==> src/rtl/fetch_pkg.sv <==
// Shared opcodes, data width and FSM state encoding for the fetch sequencer.
package fetch_pkg;
  localparam int INSTR_W = 32;

  localparam logic [5:0] OP_J   = 6'b000010;
  localparam logic [5:0] OP_BEQ = 6'b000100;

  typedef enum logic [1:0] {
    IDLE,
    FETCH,
    ISSUE,
    HALTED
  } state_t;
endpackage

==> src/rtl/next_pc_calc.sv <==
// Combinational next-pc selection: jump, taken beq or sequential, all modulo 2^ADDR_W.
module next_pc_calc
  import fetch_pkg::*;
#(
  parameter int ADDR_W = 8
) (
  input  logic [INSTR_W-1:0] instruction,
  input  logic [ADDR_W-1:0]  instr_pc,
  input  logic               zero_flag,
  output logic [ADDR_W-1:0]  next_pc
);
  logic [5:0]  opcode;
  logic [31:0] seq_pc;
  logic [31:0] br_pc;
  logic        unused_bits;

  assign opcode = instruction[31:26];
  // Arithmetic is done 32 bits wide and truncated, which gives the silent wrap.
  assign seq_pc = 32'(instr_pc) + 32'd1;
  assign br_pc  = seq_pc + {{16{instruction[15]}}, instruction[15:0]};

  always_comb begin
    next_pc = seq_pc[ADDR_W-1:0];
    if (opcode == OP_J) begin
      next_pc = instruction[ADDR_W-1:0];
    end else if ((opcode == OP_BEQ) && zero_flag) begin
      next_pc = br_pc[ADDR_W-1:0];
    end
  end

  assign unused_bits = ^{instruction[25:16], seq_pc[31:ADDR_W], br_pc[31:ADDR_W]};
endmodule

==> src/rtl/fetch_sequencer.sv <==
// Instruction fetch sequencer: fetch from imem, offer downstream, pick next pc at handshake.
// Optional FETCH_PERF_CNT_EN adds a 32-bit handshake counter output fetch_count.
module fetch_sequencer
  import fetch_pkg::*;
#(
  parameter int ADDR_W   = 8,
  parameter int RESET_PC = 0
) (
  input  logic               clock,
  input  logic               reset_n,
  output logic               imem_req,
  output logic [ADDR_W-1:0]  imem_addr,
  input  logic               imem_ack,
  input  logic [INSTR_W-1:0] imem_rdata,
  output logic               instr_valid,
  input  logic               instr_ready,
  output logic [INSTR_W-1:0] instruction,
  output logic [ADDR_W-1:0]  instr_pc,
  input  logic               zero_flag,
  input  logic               halt
`ifdef FETCH_PERF_CNT_EN
  ,
  output logic [31:0]        fetch_count
`endif
);
  localparam logic [ADDR_W-1:0] RST_PC = ADDR_W'(RESET_PC);

  state_t               state_q;
  logic [ADDR_W-1:0]    pc_q;
  logic [ADDR_W-1:0]    instr_pc_q;
  logic [ADDR_W-1:0]    next_pc_d;
  logic [INSTR_W-1:0]   instr_q;
  logic                 req_q;
  logic                 valid_q;
  logic                 handshake;

  // instr_valid is high for the whole of ISSUE, so the handshake needs only ready.
  assign handshake = (state_q == ISSUE) && instr_ready;

  next_pc_calc #(
    .ADDR_W(ADDR_W)
  ) u_next_pc (
    .instruction(instr_q),
    .instr_pc   (instr_pc_q),
    .zero_flag  (zero_flag),
    .next_pc    (next_pc_d)
  );

  always_ff @(posedge clock or negedge reset_n) begin
    if (!reset_n) begin
      state_q    <= IDLE;
      pc_q       <= RST_PC;
      req_q      <= 1'b0;
      valid_q    <= 1'b0;
      instr_q    <= '0;
      instr_pc_q <= '0;
    end else begin
      case (state_q)
        IDLE: begin
          if (halt) begin
            state_q <= HALTED;
          end else begin
            state_q <= FETCH;
            req_q   <= 1'b1;
          end
        end
        FETCH: begin
          if (imem_ack) begin
            instr_q    <= imem_rdata;
            instr_pc_q <= pc_q;
            valid_q    <= 1'b1;
            req_q      <= 1'b0;
            state_q    <= ISSUE;
          end
        end
        ISSUE: begin
          if (handshake) begin
            pc_q    <= next_pc_d;
            valid_q <= 1'b0;
            if (halt) begin
              state_q <= HALTED;
            end else begin
              state_q <= FETCH;
              req_q   <= 1'b1;
            end
          end
        end
        HALTED: begin
          if (!halt) begin
            state_q <= FETCH;
            req_q   <= 1'b1;
          end
        end
        default: begin
          state_q <= IDLE;
          req_q   <= 1'b0;
          valid_q <= 1'b0;
        end
      endcase
    end
  end

  assign imem_req    = req_q;
  assign imem_addr   = pc_q;
  assign instr_valid = valid_q;
  assign instruction = instr_q;
  assign instr_pc    = instr_pc_q;

`ifdef FETCH_PERF_CNT_EN
  logic [31:0] fetch_count_q;

  always_ff @(posedge clock or negedge reset_n) begin
    if (!reset_n) begin
      fetch_count_q <= '0;
    end else if (handshake) begin
      fetch_count_q <= fetch_count_q + 32'd1;
    end
  end

  assign fetch_count = fetch_count_q;
`endif
endmodule

==> config.mk <==
export PLATFORM = sky130hd
export DESIGN_NAME = fetch_sequencer
export DESIGN_NICKNAME = d
export VERILOG_FILES = /design/src/rtl/fetch_pkg.sv /design/src/rtl/next_pc_calc.sv /design/src/rtl/fetch_sequencer.sv
export SDC_FILE = /design/constraint.sdc
export NUM_CORES = 1
export LEC_CHECK = 0
export CAP_MARGIN = 15
export CELL_PAD_IN_SITES_DETAIL_PLACEMENT = 1
export CELL_PAD_IN_SITES_GLOBAL_PLACEMENT = 2
export CORE_MARGIN = 4
export CORE_UTILIZATION = 31
export DETAILED_ROUTE_END_ITERATION = 8
export GPL_ROUTABILITY_DRIVEN = 1
export HOLD_SLACK_MARGIN = 0.05
export PLACE_DENSITY = 0.9
export SLEW_MARGIN = 20
export SYNTH_ARGS = -nofsm -noshare
export SYNTH_HDL_FRONTEND = slang
export SYNTH_SLANG_ARGS = --single-unit
==> constraint.sdc <==
create_clock -name clock -period 4.85 [get_ports clock]
set_input_delay 0.97 -clock clock [delete_from_list [all_inputs] [get_ports clock]]
set_output_delay 0.97 -clock clock [all_outputs]
set_load 0.005 [all_outputs]
==> metrics.cfg <==
[outcome]
outcome = complete, no violations

[synthesis]
ys_types = 42
synth_cells = 208
yosysWarnings = 0
synth_nets = 256
synth_edf_count = 0
ys_ff_latch = 52
netlist_area_sq_mm = 0.00253
async_reset_ff_share_pct = 100
synth_area_per_cell_sq_um = 12.2
yosysSeqAreaShare_pct = 51.4
ys.flop_type = dfrtp_1

[timing]
fmax_mhz = 380
setup_violations = 0
slew_headroom_pct = 33.3
timing.final.crit_share_pct = 54.2
min_period_ns = 2.63
tightestPinTransition_ns = 0.996
finalSetupTns_ns = 0
hold_viol = 0
rsz0062_at_grt = no
skew_ns = 0.00566
drv_slew = 0

[die]
initial_core_util_pct = 32.3
core_sq_mm = 0.00785
die_w_microns = 98.4
rows = 32
dieArea_sq_mm = 0.00968
pin_count = 88
die_height_microns = 98.4

[route]
drt-total-wl_microns = 6600
route.detailed.drc = 0
first_pass_iters = 4
drtIter0Drc = 40
vias_per_cell = 4.92
wl_per_cell_microns = 16.5
vias = 1966
ant_nets = 0

[final_layout]
final_common_cell = clkdlybuf4s50_1
drive_gt1_share_pct = 18.5
area_growth_pct = 42.7
layout_common_cells = 86 x clkdlybuf4s50_1, 52 x dfrtp_1, 40 x mux2_2
finalNetCount = 345
final_core_util_pct = 46.1
diodes = 0

[global_route]
antenna_found_initial = 0
grt_pass1_vias = 2167
grt_pass1_wl_microns = 11000
grt_usage_pct = 13.9
grt_start_max_net_pins = 53
grt_overflow_total = 0

[cts]
post_cts_buffers = 0
cts_tree = built
h-tree-depth = 2
path_clk_slew_ns = 0.09
clk_path_buf_depth = 2
clock-sinks = 52
numCtsBuffers = 5
post_cts_resized = 0
cts_root_buf = clkbuf_8
clock_latency_ns = 0.30
cts_hold_buf = 0

[placement]
hpwl_microns = 4930
place_congestion = 0.794
port_buffers = 87

[worst_setup_path]
path_class = reg2reg
crit_fanout = 8
critPathRequiredTime_ns = 5.02
endpoint_kind = flop
start_kind = flop
worst-r2r-cell-count = 10
crit_arrival_ns = 2.80

[power_and_ir_drop]
peakVddDrop_mv = 0.283
p_per_area_mw_per_mm2 = 672
p_leak_nw = 1.47

[hold_path]
whs_path_depth = 2
min_path_type = reg2reg

[run]
max_cap_violations = 0

==> cells in the mapped netlist (2+ instances only) <==
library cell | number | area share (%)
o21ai_1 | 9 | 1.8
nand2b_1 | 2 | 0.49
xnor2_1 | 7 | 2.4
xor2_1 | 3 | 1.0
nor2_1 | 14 | 2.1
o21bai_1 | 2 | 0.59
ha_1 | 9 | 4.4
o211ai_1 | 3 | 0.89
nand2_1 | 13 | 1.9
mux2_2 | 40 | 18
a21oi_1 | 8 | 1.6
dfrtp_1 | 52 | 51
o21ai_0 | 3 | 0.59
a221oi_1 | 2 | 0.69
buf_1 | 4 | 0.59
inv_1 | 2 | 0.30
a211oi_1 | 2 | 0.59
nand3_1 | 9 | 1.8
==> layer usage <==
layer  part of all wire [%]  global-route usage, %  vias up
met5                      0                      0        -
met4                    1.0                   4.10        0
met3                    8.5                   5.21        5
met2                     48                   22.9       57
met1                     43                   17.0      983
li1                       -                      -      921
==> registers in the layout, indices dropped and copies added, names as in the netlist <==
| name | cells |
|---|---|
| instr_valid | 1 |
| instruction | 32 |
| state_q | 2 |
| imem_addr | 8 |
| instr_pc | 8 |
| imem_req | 1 |
==> power by group <==
part | internal [W] | switching [W] | total (W)
sequential | 0.000645 | 0.000209 | 0.000854
clock | 0.000153 | 0.000142 | 0.000296
combinational | 0.000787 | 0.000492 | 0.00128
==> path summary, 6_finish.rpt <==
path,start,endpoint,slack (ns)
setup reg to reg,instr_pc[0],imem_addr[7],2.22
min in group asynchronous,reset_n,instruction[24],0.78
hold reg to reg,instr_valid,instr_valid,0.50
hold / removal,instr_valid,instr_valid,0.50
setup / recovery,instr_pc[0],imem_addr[7],2.22
max in group asynchronous,reset_n,imem_addr[5],3.61
==> stage by stage <==
step | area (sq um) | instances | setup slack (ns) | power, W | hold WS (ns)
after floorplan | 2530 | 208 | 2.61 | 0.00153 | 0.471
after global placement | 3510 | 392 | 2.09 | 0.00211 | 0.470
after detailed placement | 3510 | 392 | 2.05 | 0.00216 | 0.489
after CTS | 3610 | 400 | 2.22 | 0.00247 | 0.512
after global routing | 3610 | 400 | 2.08 | 0.00263 | 0.535
final | 3610 | 400 | 2.22 | 0.00243 | 0.500
==> worst max-delay path, stage by stage, from the launching register on <==
cell	delay, ns
dfrtp_1	0.52
ha_1	0.28
nand3_1	0.12
xnor2_1	0.24
ha_1	0.32
nand3_1	0.10
o211ai_1	0.11
o41ai_1	0.34
xor2_1	0.12
a222oi_1	0.23
a21oi_1	0.11
==> layout make-up <==
type	count	area, sq um
Fill cell	892	4230
Sequential cell	52	1300
Multi-Input combinational cell	148	1200
Timing Repair Buffer	88	873
Tap cell	102	128
Clock buffer	6	72.6
Clock inverter	2	35.0
Inverter	2	7.51
==> logic make-up (layout without fill, tap and decap cells) <==
group	Yosys count	in the layout	share of synthesized area, %
DFF	52	52	51.4
and+or+nand+nor	52	52	11.1
buffers and inverters	8	98	1.48
muxes	41	41	18.2
xor gates and xnor gates	11	11	4.35
AOI/OAI and AO/OA	34	34	8.35
adders and majority gates	10	10	5.23
Note: power is estimated with default switching activity, not from simulation.
